[config.mk]
export PLATFORM = sky130hd
export DESIGN_NAME = serial_frame_tx_flat
export DESIGN_NICKNAME = d
export VERILOG_FILES = /design/src/rtl/serial_frame_tx_if.sv /design/src/rtl/serial_frame_tx.sv /design/src/flat_wrapper.sv
export SDC_FILE = /design/constraint.sdc
export NUM_CORES = 1
export LEC_CHECK = 0
export BUFFER_PORTS_ARGS = -buffer_cell sky130_fd_sc_hd__buf_2
export CAP_MARGIN = 0
export CELL_PAD_IN_SITES_DETAIL_PLACEMENT = 0
export CELL_PAD_IN_SITES_GLOBAL_PLACEMENT = 1
export CORE_MARGIN = 1
export CORE_UTILIZATION = 35
export DETAILED_ROUTE_END_ITERATION = 6
export HOLD_SLACK_MARGIN = 0.02
export PLACE_DENSITY = 0.73
export SLEW_MARGIN = 20
export SYNTH_ARGS = -nofsm -noshare
export SYNTH_HDL_FRONTEND = slang
export SYNTH_SLANG_ARGS = --single-unit
export TNS_END_PERCENT = 10
[constraint.sdc]
create_clock -name CLK -period 3.1 [get_ports CLK]
set_input_delay 0.62 -clock CLK [delete_from_list [all_inputs] [get_ports CLK]]
set_output_delay 0.62 -clock CLK [all_outputs]
set_load 0.03 [all_outputs]
[src/rtl/serial_frame_tx_if.sv]
// Parallel-word handshake bundle for serial_frame_tx.
// The master offers data_in with load; the slave answers with ready.
interface serial_frame_tx_if #(
    parameter int DATA_W = 8
) ();
    logic [DATA_W-1:0] data_in;
    logic              load;
    logic              ready;

    modport master (output data_in, output load, input ready);
    modport slave  (input data_in, input load, output ready);
endinterface

[src/rtl/serial_frame_tx.sv]
// Bit-serial frame transmitter: start, data LSB-first, optional even parity, stop.
// All outputs decode from registered state, so load/data_in never reach them combinationally.
module serial_frame_tx #(
    parameter int DATA_W     = 8,
    parameter int PARITY_EN  = 1,
    parameter int BIT_CYCLES = 1
) (
    input  logic              CLK,
    input  logic              Reset,
    serial_frame_tx_if.slave  bus,
    output logic              x_out,
    output logic              busy,
    output logic              done
);

    localparam int CW = (BIT_CYCLES < 2) ? 1 : $clog2(BIT_CYCLES + 1);
    localparam int BW = (DATA_W < 2) ? 1 : $clog2(DATA_W + 1);
    localparam logic [CW-1:0] CYC_LAST = CW'(BIT_CYCLES - 1);
    localparam logic [BW-1:0] BIT_LAST = BW'(DATA_W - 1);
    localparam logic [CW-1:0] C_ONE    = CW'(1);
    localparam logic [BW-1:0] B_ONE    = BW'(1);

    typedef enum logic [2:0] {
        IDLE   = 3'd0,
        START  = 3'd1,
        DATA   = 3'd2,
        PARITY = 3'd3,
        STOP   = 3'd4
    } state_t;

    state_t            state, state_n;
    logic [CW-1:0]     cyc, cyc_n;
    logic [BW-1:0]     bitc, bitc_n;
    logic [DATA_W-1:0] sh, sh_n;
    logic              par, par_n;
    logic              done_q, done_n;
    logic              tick;

    // State, counters, shift register and done pulse register
    always_ff @(posedge CLK or posedge Reset) begin
        if (Reset) begin
            state  <= IDLE;
            cyc    <= '0;
            bitc   <= '0;
            sh     <= '0;
            par    <= 1'b0;
            done_q <= 1'b0;
        end else begin
            state  <= state_n;
            cyc    <= cyc_n;
            bitc   <= bitc_n;
            sh     <= sh_n;
            par    <= par_n;
            done_q <= done_n;
        end
    end

    assign tick = (cyc == CYC_LAST);

    // Next-state: each bit lasts BIT_CYCLES; counters clear on every state change
    always_comb begin
        state_n = state;
        cyc_n   = cyc;
        bitc_n  = bitc;
        sh_n    = sh;
        par_n   = par;
        done_n  = 1'b0;
        case (state)
            IDLE: begin
                cyc_n  = '0;
                bitc_n = '0;
                if (bus.load) begin
                    sh_n    = bus.data_in;
                    par_n   = ^bus.data_in;
                    state_n = START;
                end
            end
            START: begin
                if (tick) begin
                    cyc_n   = '0;
                    state_n = DATA;
                end else begin
                    cyc_n = cyc + C_ONE;
                end
            end
            DATA: begin
                if (tick) begin
                    cyc_n = '0;
                    sh_n  = sh >> 1;
                    if (bitc == BIT_LAST) begin
                        bitc_n  = '0;
                        state_n = (PARITY_EN != 0) ? PARITY : STOP;
                    end else begin
                        bitc_n = bitc + B_ONE;
                    end
                end else begin
                    cyc_n = cyc + C_ONE;
                end
            end
            PARITY: begin
                if (tick) begin
                    cyc_n   = '0;
                    state_n = STOP;
                end else begin
                    cyc_n = cyc + C_ONE;
                end
            end
            STOP: begin
                if (tick) begin
                    cyc_n   = '0;
                    state_n = IDLE;
                    done_n  = 1'b1;
                end else begin
                    cyc_n = cyc + C_ONE;
                end
            end
            default: begin
                state_n = IDLE;
                cyc_n   = '0;
                bitc_n  = '0;
            end
        endcase
    end

    // Line level decoded from the registered state; idle and unknown states drive 1
    always_comb begin
        x_out = 1'b1;
        case (state)
            START:   x_out = 1'b0;
            DATA:    x_out = sh[0];
            PARITY:  x_out = par;
            default: x_out = 1'b1;
        endcase
    end

    assign bus.ready = (state == IDLE);
    assign busy      = (state != IDLE);
    assign done      = done_q;

endmodule
[src/flat_wrapper.sv]
// flat-port wrapper written by rule: the top's interface ports become plain ports
module serial_frame_tx_flat 
#(
    parameter int DATA_W     = 8,
    parameter int PARITY_EN  = 1,
    parameter int BIT_CYCLES = 1
)
  (CLK, Reset, x_out, busy, done, bus_data_in, bus_load, bus_ready);
  serial_frame_tx_if #(.DATA_W(DATA_W)) bus_i ();
  input  logic CLK;
  input  logic Reset;
  output logic x_out;
  output logic busy;
  output logic done;
  input wire logic [$bits(bus_i.data_in)-1:0] bus_data_in;
  input wire logic [$bits(bus_i.load)-1:0] bus_load;
  output wire logic [$bits(bus_i.ready)-1:0] bus_ready;
  assign bus_i.data_in = bus_data_in;
  assign bus_i.load = bus_load;
  assign bus_ready = bus_i.ready;
  serial_frame_tx #(.DATA_W(DATA_W), .PARITY_EN(PARITY_EN), .BIT_CYCLES(BIT_CYCLES)) u_core (.CLK(CLK), .Reset(Reset), .bus(bus_i), .x_out(x_out), .busy(busy), .done(done));
endmodule
### Word level (Yosys, flattened, before mapping)

Index checks and enable logic that the tools add are counted.
Widths: inputs -> output; s select.

| cells by class | value |
|---|---|
| add/sub/neg operators | 2 |
| equality and inequality tests | 11 |
| multiplexer cells | 18 |
| bitwise gates (word level) | 1 |
| reduce and logical (&&, ||, !) cells | 10 |

Operators with widths:

| cell | number |
|---|---|
| $mux 3 | 6 |
| $mux 8 | 2 |
| $pmux 8 s2 | 1 |
| $pmux 3 s5 | 1 |
| $ne 2x2->1 const B | 5 |
| $mux 4 | 2 |
| $pmux 4 s2 | 1 |
| $reduce_xor 8->1 | 1 |
| $eq 3x2->1 const B | 2 |
| $reduce_and 6->1 | 1 |
| $add 4x1->4 const B | 1 |
| $eq 4x3->1 const B | 1 |
| $mux 1 | 4 |
| $reduce_and 2->1 | 2 |
| $reduce_or 4->1 | 1 |
| $eq 3x1->1 const B | 1 |
| $eq 3x3->1 const B | 1 |
| $logic_not 3->1 | 1 |
| $pmux 1 s3 | 1 |
| $reduce_and 3->1 | 1 |
| $reduce_bool 3->1 | 1 |
| $reduce_or 3->1 | 1 |
| $ne 2x1->1 const B | 1 |
| $reduce_bool 2->1 | 1 |
| other kinds (2) | 2 |

| storage, ports and cells | value |
|---|---|
| flip-flop bits (word level) | 18 |
| input port bits | 11 |

### Logic depth before layout (Yosys ltp)

| depth | value |
|---|---|
| word-level depth | 4 |
| depth in mapped cells | 6 |
| gate-level depth less buffers | 5 |

### Worst setup path before layout

OpenSTA, ideal clock, no wires.

| timing | value |
|---|---|
| path kind | reg-to-output |
| start | register u_core.state[2] |
| end | output busy |
| arrival time | 1.786 ns |
| required time | 2.480 ns |
| setup slack | 0.694 ns |
| cell stages (with the launch flop) | 4 |
| path buffers | 1 |
| cells stage by stage | dfrtp_1 clkbuf_1 nor3_1 inv_1 |

| on the way | value |
|---|---|
| longest elaborated chain between the ends | 1 |

Ends and longest elaborated chain:

| element | line | source |
|---|---|---|
| from (decl) | serial_frame_tx.sv:31 | `state_t state, state_n;` |
| from (signal assigned) | serial_frame_tx.sv:49 | `state <= state_n;` |
| $reduce_bool 3->1 | serial_frame_tx.sv:137 | `assign busy = (state != IDLE);` |
| to (decl) | flat_wrapper.sv:13 | `output logic busy;` |

Every way passes these cells.

### Worst setup path in the final report

| timing | value |
|---|---|
| start | register u_core.state[1] |
| end | output x_out |

| on the way | value |
|---|---|
| longest elaborated chain between the ends | 2 |
| elaborated cells between the ends (all ways) | 4 |
| those cells by class | 3 x eq/ne; 1 x mux |

Ends and longest elaborated chain:

| element | line | source |
|---|---|---|
| $eq 3x2->1 or $eq 3x1->1 (tied branches) | serial_frame_tx.sv:128 | `case (state)` |
| $pmux 1 s3 (*) | serial_frame_tx.sv:128 |  |
| to (decl) | flat_wrapper.sv:12 | `output logic x_out;` |

Every way passes the cells marked *; elsewhere a longest branch is shown, timed or not.

==> results.json <==
{
  "clock_path_buffers": 2,
  "die_area_um2": 2760,
  "setup_viol": 0,
  "period_minus_slack_ns": 2.19,
  "critPathLaunchType": "flip-flop",
  "vias_per_cell": 4.84,
  "period_share_pct": 70.6,
  "syn-cell-area_um2": 895,
  "fp.dieH_um": 52.6,
  "arrival_ns": 1.57,
  "path_cells": "inv_1, nor3_1, a21oi_1, or2_2, buf_2",
  "rsz0062_at_grt": "no",
  "global_route.usage.met3_pct": 2.90,
  "cp_max_fo": 9,
  "cp_slowest_cell": "dfrtp_1",
  "syn_area_per_cell_um2": 9.72,
  "postCtsSetupBuffers": 0,
  "final_cell_area_um2": 1010,
  "row_count": 17,
  "route.detailed.drc": 0,
  "slew_headroom_pct": 56.5,
  "place_congestion": 0.747,
  "yosysSeqAreaShare_pct": 47.6,
  "ys_ff_latch": 17,
  "num_io_pins": 15,
  "hold_violations": 0,
  "p_leak_nw": 0.453,
  "netlist_instances": 92,
  "drtIter0Drc": 6,
  "final_common_cell": "dfrtp_1",
  "cts_buffers": 3,
  "status": "completed",
  "layout_common_cells": "17 x dfrtp_1, 14 x buf_2, 13 x o21ai_0",
  "rr_startpoint": "u_core.state[0]$_DFFE_PP0P_",
  "finalMaxSlewViolations": 0,
  "critPathBufInv": 2,
  "ir_drop_uv": 582,
  "fin_skew_ns": 0.00284,
  "die_w_um": 52.6,
  "cp_slowest_stage_delay_ns": 0.49,
  "post_cts_resized": 0,
  "rrSetupSlack_ns": 1.56,
  "grt_use_met1_pct": 20.7,
  "ys_warn_count": 0,
  "clk_latency_ns": 0.28,
  "path_class": "flip-flop to primary output",
  "tritoncts": "done",
  "syn-num-nets": 104,
  "io_buffers": 14,
  "grt_max_degree": 18,
  "grtUsageMet2_pct": 19.6,
  "busiest_layer": "met1",
  "grt_pass1_vias": 599,
  "dpl_cell_area_um2": 981,
  "drv_cap": 0,
  "crit_cells": 5,
  "setup-tns-final_ns": 0,
  "cts_max_level": 1,
  "syn_to_final_growth_pct": 12.7,
  "fillers": 246,
  "hold_buffers": 0,
  "core_um2": 2320,
  "routedWlPerCell_um": 11.4,
  "antenna_found_initial": 0,
  "grt-ovfl-total": 0,
  "grt_pass1_wl_um": 2770,
  "vias": 653,
  "antennaDiodeCount": 0,
  "p_per_area_nw_per_um2": 952,
  "synthDistinctLibCells": 24,
  "endpoint_kind": "primary output",
  "ant_nets": 0,
  "critical_path_required_ns": 2.48,
  "clk_pin_slew_worst_paths_ns": 0.11,
  "cts_root_buffer": "clkbuf_4",
  "start_util_pct": 38.6,
  "r2r_cells": 4,
  "hold_class": "input port to async pin",
  "nNetsFinal": 120,
  "worst_pin_slew_ns": 0.652,
  "routed_wl_um": 1540,
  "crit_family": "flip-flops",
  "grt.total_usage_pct": 13.8,
  "dp_hpwl_um": 1130,
  "max_freq_mhz": 457,
  "drive_above_1_share_pct": 21.5,
  "clock-sinks": 17,
  "dr.pass1.iters": 4,
  "r2r-end": "u_core.bitc[3]$_DFFE_PP0N_"
}
[area by class of cell]
cell class                      count  area [µm²]  area share [%]
Clock inverter                      1        5.00           0.496
Inverter                            5        18.8            1.86
Clock buffer                        3        22.5            2.23
Timing Repair Buffer               16        85.1            8.44
Tap cell                           28        35.0            3.47
Multi-Input combinational cell     65         417            41.3
Sequential cell                    17         425            42.2
[where the power goes]
part | total (mW) | switching (mW) | internal, mW
Clock | 0.120 | 0.0717 | 0.0478
Combinational | 0.441 | 0.252 | 0.189
Sequential | 0.400 | 0.0880 | 0.312
Total | 0.960 | 0.412 | 0.548
[sequential cells by signal (all words and copies together), names as in the netlist]
register	flops
u_core.sh	8
u_core.state	3
u_core.done	1
u_core.bitc	4
u_core.par	1
[cell families (layout without fill, tap and decap cells)]
group / count (synthesis) / in the layout / share of synthesized area, %
AO/OA/AOI/OAI: 19 / 19 / 12.0
XOR/XNOR: 8 / 8 / 7.83
adder cells (fa/ha/maj): 1 / 1 / 1.40
buffers and inverters: 10 / 25 / 5.87
flip-flops: 17 / 17 / 47.6
multiplexers: 7 / 7 / 7.83
AND/OR/NAND/NOR: 30 / 30 / 17.5
[worst register-to-register path, delay by kind of cell, from the launching register on]
family           cells  cell delay, ns
AO/OA/AOI/OAI        1            0.12
flip-flops           1            0.53
AND/OR/NAND/NOR      3            0.84
[metrics by stage]
| stage | instances | setup slack, ns | power, mW | util (%) | hold slack (ns) |
|---|---|---|---|---|---|
| final | 135 | 0.910 | 0.960 | 43.5 | 0.406 |
| after detailed placement | 131 | 1.24 | 0.853 | 42.3 | 0.472 |
| after global placement | 131 | 1.27 | 0.848 | 42.3 | 0.464 |
| after floorplan | 92 | 0.694 | 0.761 | - | 0.449 |
| after global routing | 135 | 0.775 | 1.05 | 43.5 | 0.458 |
| after CTS | 135 | 0.910 | 0.972 | 43.5 | 0.434 |
[per-layer routing]
layer,part of all wire [%],vias to the layer above
li1,-,344
met5,0,-
met1,53,296
met3,4.5,2
met4,0.71,0
met2,42,11
[worst max-delay path by stage]
stage	start	endpoint	slack, ns
after global placement	u_core.state[0]$_DFFE_PP0P_	x_out	1.27
after global routing	u_core.state[1]$_DFFE_PP0P_	x_out	0.78
after floorplan	u_core.state[2]$_DFFE_PP0P_	busy	0.69
after detailed placement	u_core.state[1]$_DFFE_PP0P_	x_out	1.24
after CTS	u_core.state[1]$_DFFE_PP0P_	x_out	0.91
final	u_core.state[1]$_DFFE_PP0P_	x_out	0.91
[cell usage after synthesis]
master	instances	area, µm²
nand3b_1	1	7.51
o21ai_0	13	65.1
a31oi_1	1	6.26
and2_1	1	6.26
o31ai_2	1	12.5
nor2b_1	2	12.5
buf_6	2	22.5
nor4_1	1	6.26
mux2i_1	7	70.1
or4_1	1	7.51
nor3b_1	2	15.0
a21oi_1	3	15.0
inv_1	5	18.8
ha_1	1	12.5
nor3_1	2	10.0
nor2_1	2	7.51
clkbuf_1	3	11.3
nor3b_2	1	12.5
xnor2_1	8	70.1
or2_2	1	6.26
o32ai_1	1	8.76
nand2_1	12	45.0
nand3_1	4	20.0
dfrtp_1	17	425
Note: power is estimated with default switching activity, not from simulation.
